File: src/rtl/led_pkg.sv
// Shared definitions for the LED chaser: mode encodings, FSM states and
// prescaler sizing helper.
package led_pkg;

    typedef enum logic [1:0] {
        MODE_SHIFT  = 2'd0,
        MODE_FILL   = 2'd1,
        MODE_ALT    = 2'd2,
        MODE_BOUNCE = 2'd3
    } mode_t;

    typedef enum logic {
        ST_INIT = 1'b0,
        ST_RUN  = 1'b1
    } state_t;

    // Bounce direction encoding
    localparam logic BDIR_UP   = 1'b0;
    localparam logic BDIR_DOWN = 1'b1;

    // Prescaler width: clog2(div), never below one bit
    function automatic int unsigned cnt_width(input int unsigned div);
        return (div > 1) ? $clog2(div) : 1;
    endfunction

endpackage

File: src/rtl/led_tick_div.sv
// Step prescaler: counts 0..DIV-1 while run is high, holds while run is low,
// and flags the cycle in which the count sits at DIV-1 with run high.
module led_tick_div
    import led_pkg::*;
#(
    parameter int unsigned DIV = 2500000
) (
    input  logic clk,
    input  logic res,
    input  logic run,
    input  logic clear,
    output logic wrap
);

    localparam int unsigned   CW   = cnt_width(DIV);
    localparam logic [CW-1:0] LAST = CW'(DIV - 1);

    logic [CW-1:0] count;

    // Wrap is suppressed while the chaser is reloading
    assign wrap = run && !clear && (count == LAST);

    // Prescaler counter; clear forces it back to zero during INIT
    always_ff @(posedge clk) begin
        if (res || clear) begin
            count <= '0;
        end else if (run) begin
            count <= (count == LAST) ? '0 : count + CW'(1);
        end
    end

endmodule

File: src/rtl/led_chaser.sv
// LED pattern chaser: SHIFT / FILL / ALT / BOUNCE patterns stepped by a
// prescaler. Define LED_CHASER_BOUNCE_EN to build the real BOUNCE pattern;
// without it mode 3 is an alias of SHIFT.
module led_chaser
    import led_pkg::*;
#(
    parameter int unsigned WIDTH = 8,
    parameter int unsigned DIV   = 2500000
) (
    input  logic             clk,
    input  logic             res,
    input  logic [1:0]       mode,
    input  logic             run,
    input  logic             dir,
    output logic [WIDTH-1:0] out,
    output logic             tick
);

    localparam logic [WIDTH-1:0]   ONE      = WIDTH'(1);
    localparam logic [WIDTH-1:0]   ONES     = {WIDTH{1'b1}};
    localparam logic [WIDTH-1:0]   MSB_ONLY = {1'b1, {(WIDTH-1){1'b0}}};
    localparam logic [2*WIDTH-1:0] ALT_REP  = {WIDTH{2'b01}};
    localparam logic [WIDTH-1:0]   ALT_INIT = ALT_REP[WIDTH-1:0];

    state_t           state;
    mode_t            mode_q;
    mode_t            mode_in;
    logic             clear_c;
    logic             wrap;
    logic [WIDTH-1:0] rot_c;
    logic [WIDTH-1:0] start_c;
    logic [WIDTH-1:0] step_c;
`ifdef LED_CHASER_BOUNCE_EN
    logic             bdir_q;
    logic             bdir_nxt_c;
`endif

    assign mode_in = mode_t'(mode);
    assign clear_c = (state == ST_INIT);

    led_tick_div #(
        .DIV (DIV)
    ) u_div (
        .clk   (clk),
        .res   (res),
        .run   (run),
        .clear (clear_c),
        .wrap  (wrap)
    );

    // Start pattern for the mode sampled in INIT
    always_comb begin
        start_c = dir ? MSB_ONLY : ONE;
        case (mode_in)
            MODE_FILL:   start_c = '0;
            MODE_ALT:    start_c = ALT_INIT;
`ifdef LED_CHASER_BOUNCE_EN
            MODE_BOUNCE: start_c = ONE;
`endif
            default:     start_c = dir ? MSB_ONLY : ONE;
        endcase
    end

    // Next pattern value for the registered mode
    always_comb begin
        rot_c  = dir ? {out[0], out[WIDTH-1:1]} : {out[WIDTH-2:0], out[WIDTH-1]};
        step_c = rot_c;
`ifdef LED_CHASER_BOUNCE_EN
        bdir_nxt_c = bdir_q;
`endif
        case (mode_q)
            MODE_FILL: begin
                if (out == ONES) begin
                    step_c = '0;
                end else begin
                    step_c = dir ? ((out >> 1) | MSB_ONLY) : ((out << 1) | ONE);
                end
            end
            MODE_ALT: step_c = ~out;
`ifdef LED_CHASER_BOUNCE_EN
            MODE_BOUNCE: begin
                if (bdir_q == BDIR_UP) begin
                    step_c     = out << 1;
                    bdir_nxt_c = step_c[WIDTH-1] ? BDIR_DOWN : BDIR_UP;
                end else begin
                    step_c     = out >> 1;
                    bdir_nxt_c = step_c[0] ? BDIR_UP : BDIR_DOWN;
                end
            end
`endif
            default: step_c = rot_c;
        endcase
    end

    // INIT/RUN control with registered pattern and tick
    always_ff @(posedge clk) begin
        if (res) begin
            state  <= ST_INIT;
            mode_q <= MODE_SHIFT;
            out    <= ONES;
            tick   <= 1'b0;
`ifdef LED_CHASER_BOUNCE_EN
            bdir_q <= BDIR_UP;
`endif
        end else begin
            case (state)
                ST_INIT: begin
                    mode_q <= mode_in;
                    out    <= start_c;
                    tick   <= 1'b0;
                    state  <= ST_RUN;
`ifdef LED_CHASER_BOUNCE_EN
                    bdir_q <= BDIR_UP;
`endif
                end
                ST_RUN: begin
                    if (mode_in != mode_q) begin
                        // Reload takes priority over a coinciding step
                        state <= ST_INIT;
                        tick  <= 1'b0;
                    end else if (wrap) begin
                        out  <= step_c;
                        tick <= 1'b1;
`ifdef LED_CHASER_BOUNCE_EN
                        bdir_q <= bdir_nxt_c;
`endif
                    end else begin
                        tick <= 1'b0;
                    end
                end
                default: begin
                    state <= ST_INIT;
                    tick  <= 1'b0;
                end
            endcase
        end
    end

endmodule

File: config.mk
export PLATFORM = sky130hd
export DESIGN_NAME = led_chaser
export DESIGN_NICKNAME = d
export VERILOG_FILES = /design/src/rtl/led_pkg.sv /design/src/rtl/led_tick_div.sv /design/src/rtl/led_chaser.sv
export SDC_FILE = /design/constraint.sdc
export NUM_CORES = 1
export LEC_CHECK = 0
export CAP_MARGIN = 0
export CELL_PAD_IN_SITES_DETAIL_PLACEMENT = 0
export CELL_PAD_IN_SITES_GLOBAL_PLACEMENT = 1
export CORE_ASPECT_RATIO = 0.75
export CORE_MARGIN = 2
export CORE_UTILIZATION = 39
export DETAILED_ROUTE_END_ITERATION = 8
export PLACE_DENSITY_LB_ADDON = 0.1
export SETUP_SLACK_MARGIN = 0.15
export SLEW_MARGIN = 20
export SYNTH_ARGS = -nofsm -noshare
export SYNTH_HDL_FRONTEND = slang
export SYNTH_SLANG_ARGS = --single-unit
File: constraint.sdc
create_clock -name clk -period 1.66 [get_ports clk]
set_input_delay 0.332 -clock clk [delete_from_list [all_inputs] [get_ports clk]]
set_output_delay 0.332 -clock clk [all_outputs]
set_load 0.02 [all_outputs]
==> flow_summary.yaml <==
outcome:
  status: "complete, no violations"
synthesis:
  synth_seq_cells: 34
  synth.distinct_cells: 38
  synthCells: 200
  syn_area_per_cell_sq_um: 8.76
  ys_seq_area_share_pct: 38.9
  ys_warn_count: 0
  syn_area_sq_um: 1750
  synth_nets: 210
power_and_ir_drop:
  irDropWorstVdd_uv: 611
  switching_share_pct: 27.7
  powerDensity_nw_per_um2: 752
  p_sw_mw: 0.502
  seq_power_share_pct: 48.7
  clock_power_share_pct: 35.9
  leakage_nw: 0.886
  p_int_mw: 1.31
  combPwrFrac_pct: 15.4
  total_power_mw: 1.81
detailed_routing:
  drtIter0Drc: 80
  drc: 0
  drt-vias-per-instance: 5.26
  final_antenna_net_count: 0
  postRouteWirelength_um: 4270
  wl_per_cell_um: 14.1
  drt_first_pass_iters: 4
  via_count: 1593
flow_run:
  maxCapViolCount: 0
cts:
  cts_tree: "done"
  cts_sinks: 34
  cts.htree.levels: 2
  clock_path_buffers: 2
  clockRootBuffer: "clkbuf_8"
  clkLatencyLatePin_ps: 290
  cts-buffers-inserted: 5
  cts.clk_slew.worst_paths_ps: 70
die:
  core_sq_um: 4390
  die_area_sq_um: 5050
  die_y_um: 62.0
  start_util_pct: 39.9
  row_count: 21
  io_pins: 15
  die_width_um: 81.4
global_routing:
  antenna_found_initial: 0
  grt_pass1_wl_um: 6910
  grt_use_total_pct: 18.7
  grt-ovfl-total: 0
  grt_pass1_vias: 1438
  grt_max_degree: 22
min_path:
  hp-class: "primary input to flop"
timing:
  fmax_mhz: 624
  slew_viol_final: 0
  rsz0062_at_grt: "yes"
  fin_skew_ps: 5.88
  worstMarginPinSlew_ps: 443
  setup_viol: 0
  relSlewSlack_pct: 70.4
  post-route-min-period_ps: 1600
  hold_violations: 0
  fin_crit_sh_pct: 96.5
worst_setup_path:
  worstPathRequired_ps: 1880
  cp-end-kind: "flop"
  arrival_ps: 1820
  path_max_fanout: 5
  start_kind: "flop"
  criticalPathCategory: "flop to flop"
cells_and_area:
  n_antenna_cell: 0
  drive_above_1_share_pct: 26.0
  multi_input_area_sq_um: 1140
  syn2layout_area_growth_pct: 37.4
  nets: 255
  layout_common_cells: "nor2_1 (30), buf_4 (30), dfxtp_1 (27), xnor2_1 (15), nand3_1 (12)"
  fillers: 405
  final_util_pct: 54.8
  register_area_sq_um: 692
placed_design:
  dp_hpwl_um: 2980
  numPortBuffers: 14
  gp_congestion: 0.821
## power groups by stage
stage                     clock [mW]  sequential, mW  combinational (mW)
after floorplan                    0           0.918               0.142
after global placement             0           0.900               0.281
after detailed placement           0           0.903               0.283
after CTS                      0.673           0.882               0.277
after global routing           0.705           0.887               0.308
final                          0.650           0.881               0.279
## synthesized netlist by cell type, drive strengths merged
cell     n  share of area, %
a211o    2               1.0
a21boi   1              0.43
a21o     1              0.43
a21oi    3              0.86
a221o    1              0.57
a311oi   1              0.50
a31oi    7               2.5
and3     2              0.71
and4     4               2.1
buf      5               1.5
clkbuf   3              0.64
dfxtp   34                39
ha       4               2.9
inv     10               2.1
mux2i    9               5.1
nand2    7               1.5
nand2b   2              0.71
nand3   13               3.7
nand4    5               3.0
nor2    31               6.6
nor3     7               2.0
nor4     6               3.0
nor4b    2               1.0
nor4bb   1              0.57
o21a     1              0.43
o21ai    8               2.3
o22a     6               3.0
o32ai    1              0.50
or3      1              0.36
xnor2   15               7.5
xor2     7               3.5
## final cells by class
type | instances | area share [%]
Multi-Input combinational cell | 149 | 47.3
Sequential cell | 34 | 28.8
Timing Repair Buffer | 45 | 15.5
Clock buffer | 6 | 3.43
Tap cell | 57 | 2.96
Inverter | 10 | 1.56
Clock inverter | 2 | 0.520
## through the flow
step           cells  area (sq um)  hold WS (ps)  setup TNS, ps  setup WS, ps
6_report         303          2410           490              0          58.6
5_1_grt          303          2410           543              0          1.98
4_1_cts          301          2350           492              0          70.7
3_5_place_dp     287          2160           512          -7080          -311
3_3_place_gp     287          2160           500          -6080          -275
2_1_floorplan    200          1800           469              0           115
## critical path: stages (launching register included)
cell      delay, ps
dfxtp_4         370
nor4bb_4        330
and4_4          350
nand4_4         100
a221o_1         270
o21ai_1         120
## flip-flops by register name (all words and copies together) (netlist names)
register	cells
tick	1
mode_q	2
out	8
u_div.count	22
state	1
## what timing repair did
item                                    4_1_cts  5_1_grt
endpoints found under the hold margin         0        0
buffers inserted                              5        2
resized for setup                            23       13
gates cloned                                  1        0
endpoints found under the setup margin       39       30
hold buffers                                  0        0
pin swaps                                    12        9
## cell families after synthesis
kind of cell	share of synthesized area [%]
adder cells (fa/ha/maj)	2.86
XOR/XNOR	11.0
multiplexers	5.14
AND/OR/NAND/NOR	25.4
buffers and inverters	4.29
flip-flops	38.9
AO/OA/AOI/OAI	12.5
## worst paths after layout
| path | startpoint | to | slack, ps | depth (start not counted) |
|---|---|---|---|---|
| max | u_div.count[13] | out[0] | 60 | 5 |
| min | mode[0] | mode_q[0] | 490 | 3 |
| max reg2reg | u_div.count[13] | out[0] | 60 | 5 |
| min reg2reg | u_div.count[21] | u_div.count[21] | 530 | 2 |
## routing by layer
metal  GRT usage [%]  vias to the layer above  part of all wire [%]
met1            26.7                      748                    51
met3            4.34                        6                   3.9
li1                -                      809                     -
met4            8.23                        0                   1.6
met5               0                        -                     0
met2            27.0                       30                    43
Power figures use the tool's default switching activity.
==> variant: new RTL, same flow settings <==
Add a define of `LED_CHASER_BOUNCE_EN`.
--- a/src/rtl/led_chaser.sv
+++ b/src/rtl/led_chaser.sv
@@ -2,4 +2,6 @@
 // prescaler. Define LED_CHASER_BOUNCE_EN to build the real BOUNCE pattern;
 // without it mode 3 is an alias of SHIFT.
+`define LED_CHASER_BOUNCE_EN
+
 module led_chaser
     import led_pkg::*;
Behaviour: not the same (a bounded check fails within 4 cycles, from zero or initial values).
==> variant against the unedited design <==
  * Wire length increased by 38%
  * Die area grew 9.6%
  * Critical endpoint is now bdir_q
  * Sequential cell count up 1
  * Power grew 10%
  * Cell area is 22% higher
  * The run now ends with negative setup slack left
  * Count of clock-buffer cells in the layout rose by 1
  * Setup slack lost 0.28 ns
  * Synthesized area up 10%
==> variant: results (changes against the unedited design) <==
Power density relative to cell area: 681 nW/um2 (-9.5%)
Slowest cell on the critical path: or4_4
Met1 track demand over resource: 31.2% (+4.5 points)
Worst vdd ir: 460 uV (-25%)
Initial antenna violation count: 0 (unchanged)
Number of global-route vias before repair: 1905 (+32%)
Reg clk slew, reported paths: 0.08 ns
Violated checks: negative setup slack
Most area-consuming cells after synthesis: dfxtp_1 (36%), nor2_1 (6.0%), xnor2_1 (5.0%)
Combinational gate power: 0.409 mW (+47%)
Wirelength, routed: 5920 um (+38%)
Sequential-cell power consumption: 0.895 mW (+2%)
Total of fill cells in the finished design: 413 (+2.0%)
Number of detailed-routing iterations run before antenna repair: 4 (unchanged)
Outcome: finished with violations
Most frequently used flop master after synthesis: dfxtp_1
CP peak stage delay: 0.56 ns (+0.19 ns)
Met2 Track Usage GR: 32.4% (+5.4 points)
Final critical-path setup slack: -0.221 ns (-0.280 ns)
Maximum buffer depth of the clock tree: 2 (unchanged)
Leak Pwr: 1.08 nW (+22%)
Sequential area share after synthesis: 36.3% (-2.6 points)
Global-route wire length before repair: 9360 um (+35%)
Drt first-iter violations: 157 (+96%)
Clock latency at the later pin of the worst-skew pair: 0.28 ns
Maximum number of pins on one net before global-route repair: 18 (-18%)
Warnings from Yosys: 0 (unchanged)
Share of cells above drive strength 1: 36.9% (+11 points)
Number of H-tree levels: 2 (unchanged)
Top cell types by occurrence after synthesis: dfxtp_1 (35), nor2_1 (31), nand2_1 (16)
Yosys cell types: 43 (+13%)
Weighted congestion reported at the end of routability-driven placement: 0.893 (+8.7%)
Largest registers: u_div.count (22), out (8), mode_q (2)
Setup violations, final: 31 (+31)
Asr flop ratio synth: 0% (unchanged)
Number of nets in the layout: 307 (+20%)
Inserted Diodes: 0 (unchanged)
Clock skew after layout: 0.00405 ns (-0.00183 ns)
Synthesized net count: 237 (+13%)
Path class of the lowest-slack min-delay path: reg -> reg
Overall Global Routing Usage: 21.8% (+3.1 points)
Cell family with most CP delay: simple AND/OR/NAND/NOR gates
Met3 routing resource usage after global routing: 4.59% (+0.25 points)
Max-slew headroom: 65.3% (-5.0 points)
Via Count: 1998 (+25%)
Clock buffers created by TritonCTS: 5 (unchanged)
Proportion of total power due to net switching: 28.0% (+0.25 points)
# DRC: 0 (unchanged)
Critical path fanouts, max: 5 (unchanged)
Worst Path Arrival: 2.10 ns (+0.28 ns)
Post-detail-place hpwl: 3960 um (+33%)
Port bufs: 14 (unchanged)
Clock root cell: clkbuf_8
==> variant: kinds of logic after synthesis <==
group	after synthesis	share of synthesized area, %
AND/OR/NAND/NOR	105	30.0
AO/OA/AOI/OAI	39	13.0
flip-flops	35	36.3
XOR/XNOR	19	8.62
buffers and inverters	16	3.31
multiplexers	15	8.17
adder cells (fa/ha/maj)	1	0.648
==> variant: repair_timing <==
action	4_1_cts	5_1_grt
gates cloned	2	1
resized for setup	17	45
hold endpoints to repair	0	0
pin swaps	3	19
setup buffers	6	1
setup endpoints to repair	41	35
==> variant: layout make-up <==
type	count	area [um2]	share of cell area (%)
multi-input cells	179	1360	46.2
flip-flops and latches	35	707	24.1
clock buffers	7	96.3	3.28
clock inverters	1	7.51	0.256
inverters	5	18.8	0.640
well taps	60	75.1	2.56
repair buffers	74	673	22.9
==> variant: worst paths after layout <==
| kind | cells after the start | slack [ns] | endpoint | from |
|---|---|---|---|---|
| worst max-delay path | 5 | -0.22 | bdir_q | u_div.count[15] |
| worst min-delay path | 2 | 0.55 | u_div.count[7] | u_div.count[7] |
| worst max register to register | 5 | -0.22 | bdir_q | u_div.count[15] |
| worst min register to register | 2 | 0.55 | u_div.count[7] | u_div.count[7] |
==> variant: routing by layer <==
metal	vias up	wire, um
met4	0	77
li1	980	-
met2	61	2670
met3	8	349
met5	-	0
met1	949	2820
==> variant: metrics by stage <==
stage | hold WS [ns] | setup TNS (ns) | cell area [um2] | std cells | worst slack (ns)
floorplan | 0.401 | -0.404 | 1980 | 230 | -0.116
global placement | 0.491 | -7.63 | 2520 | 343 | -0.444
detailed placement | 0.506 | -8.30 | 2520 | 343 | -0.464
CTS | 0.514 | -3.23 | 2750 | 359 | -0.185
global route | 0.570 | -5.58 | 2930 | 361 | -0.273
finish | 0.551 | -4.60 | 2930 | 361 | -0.221
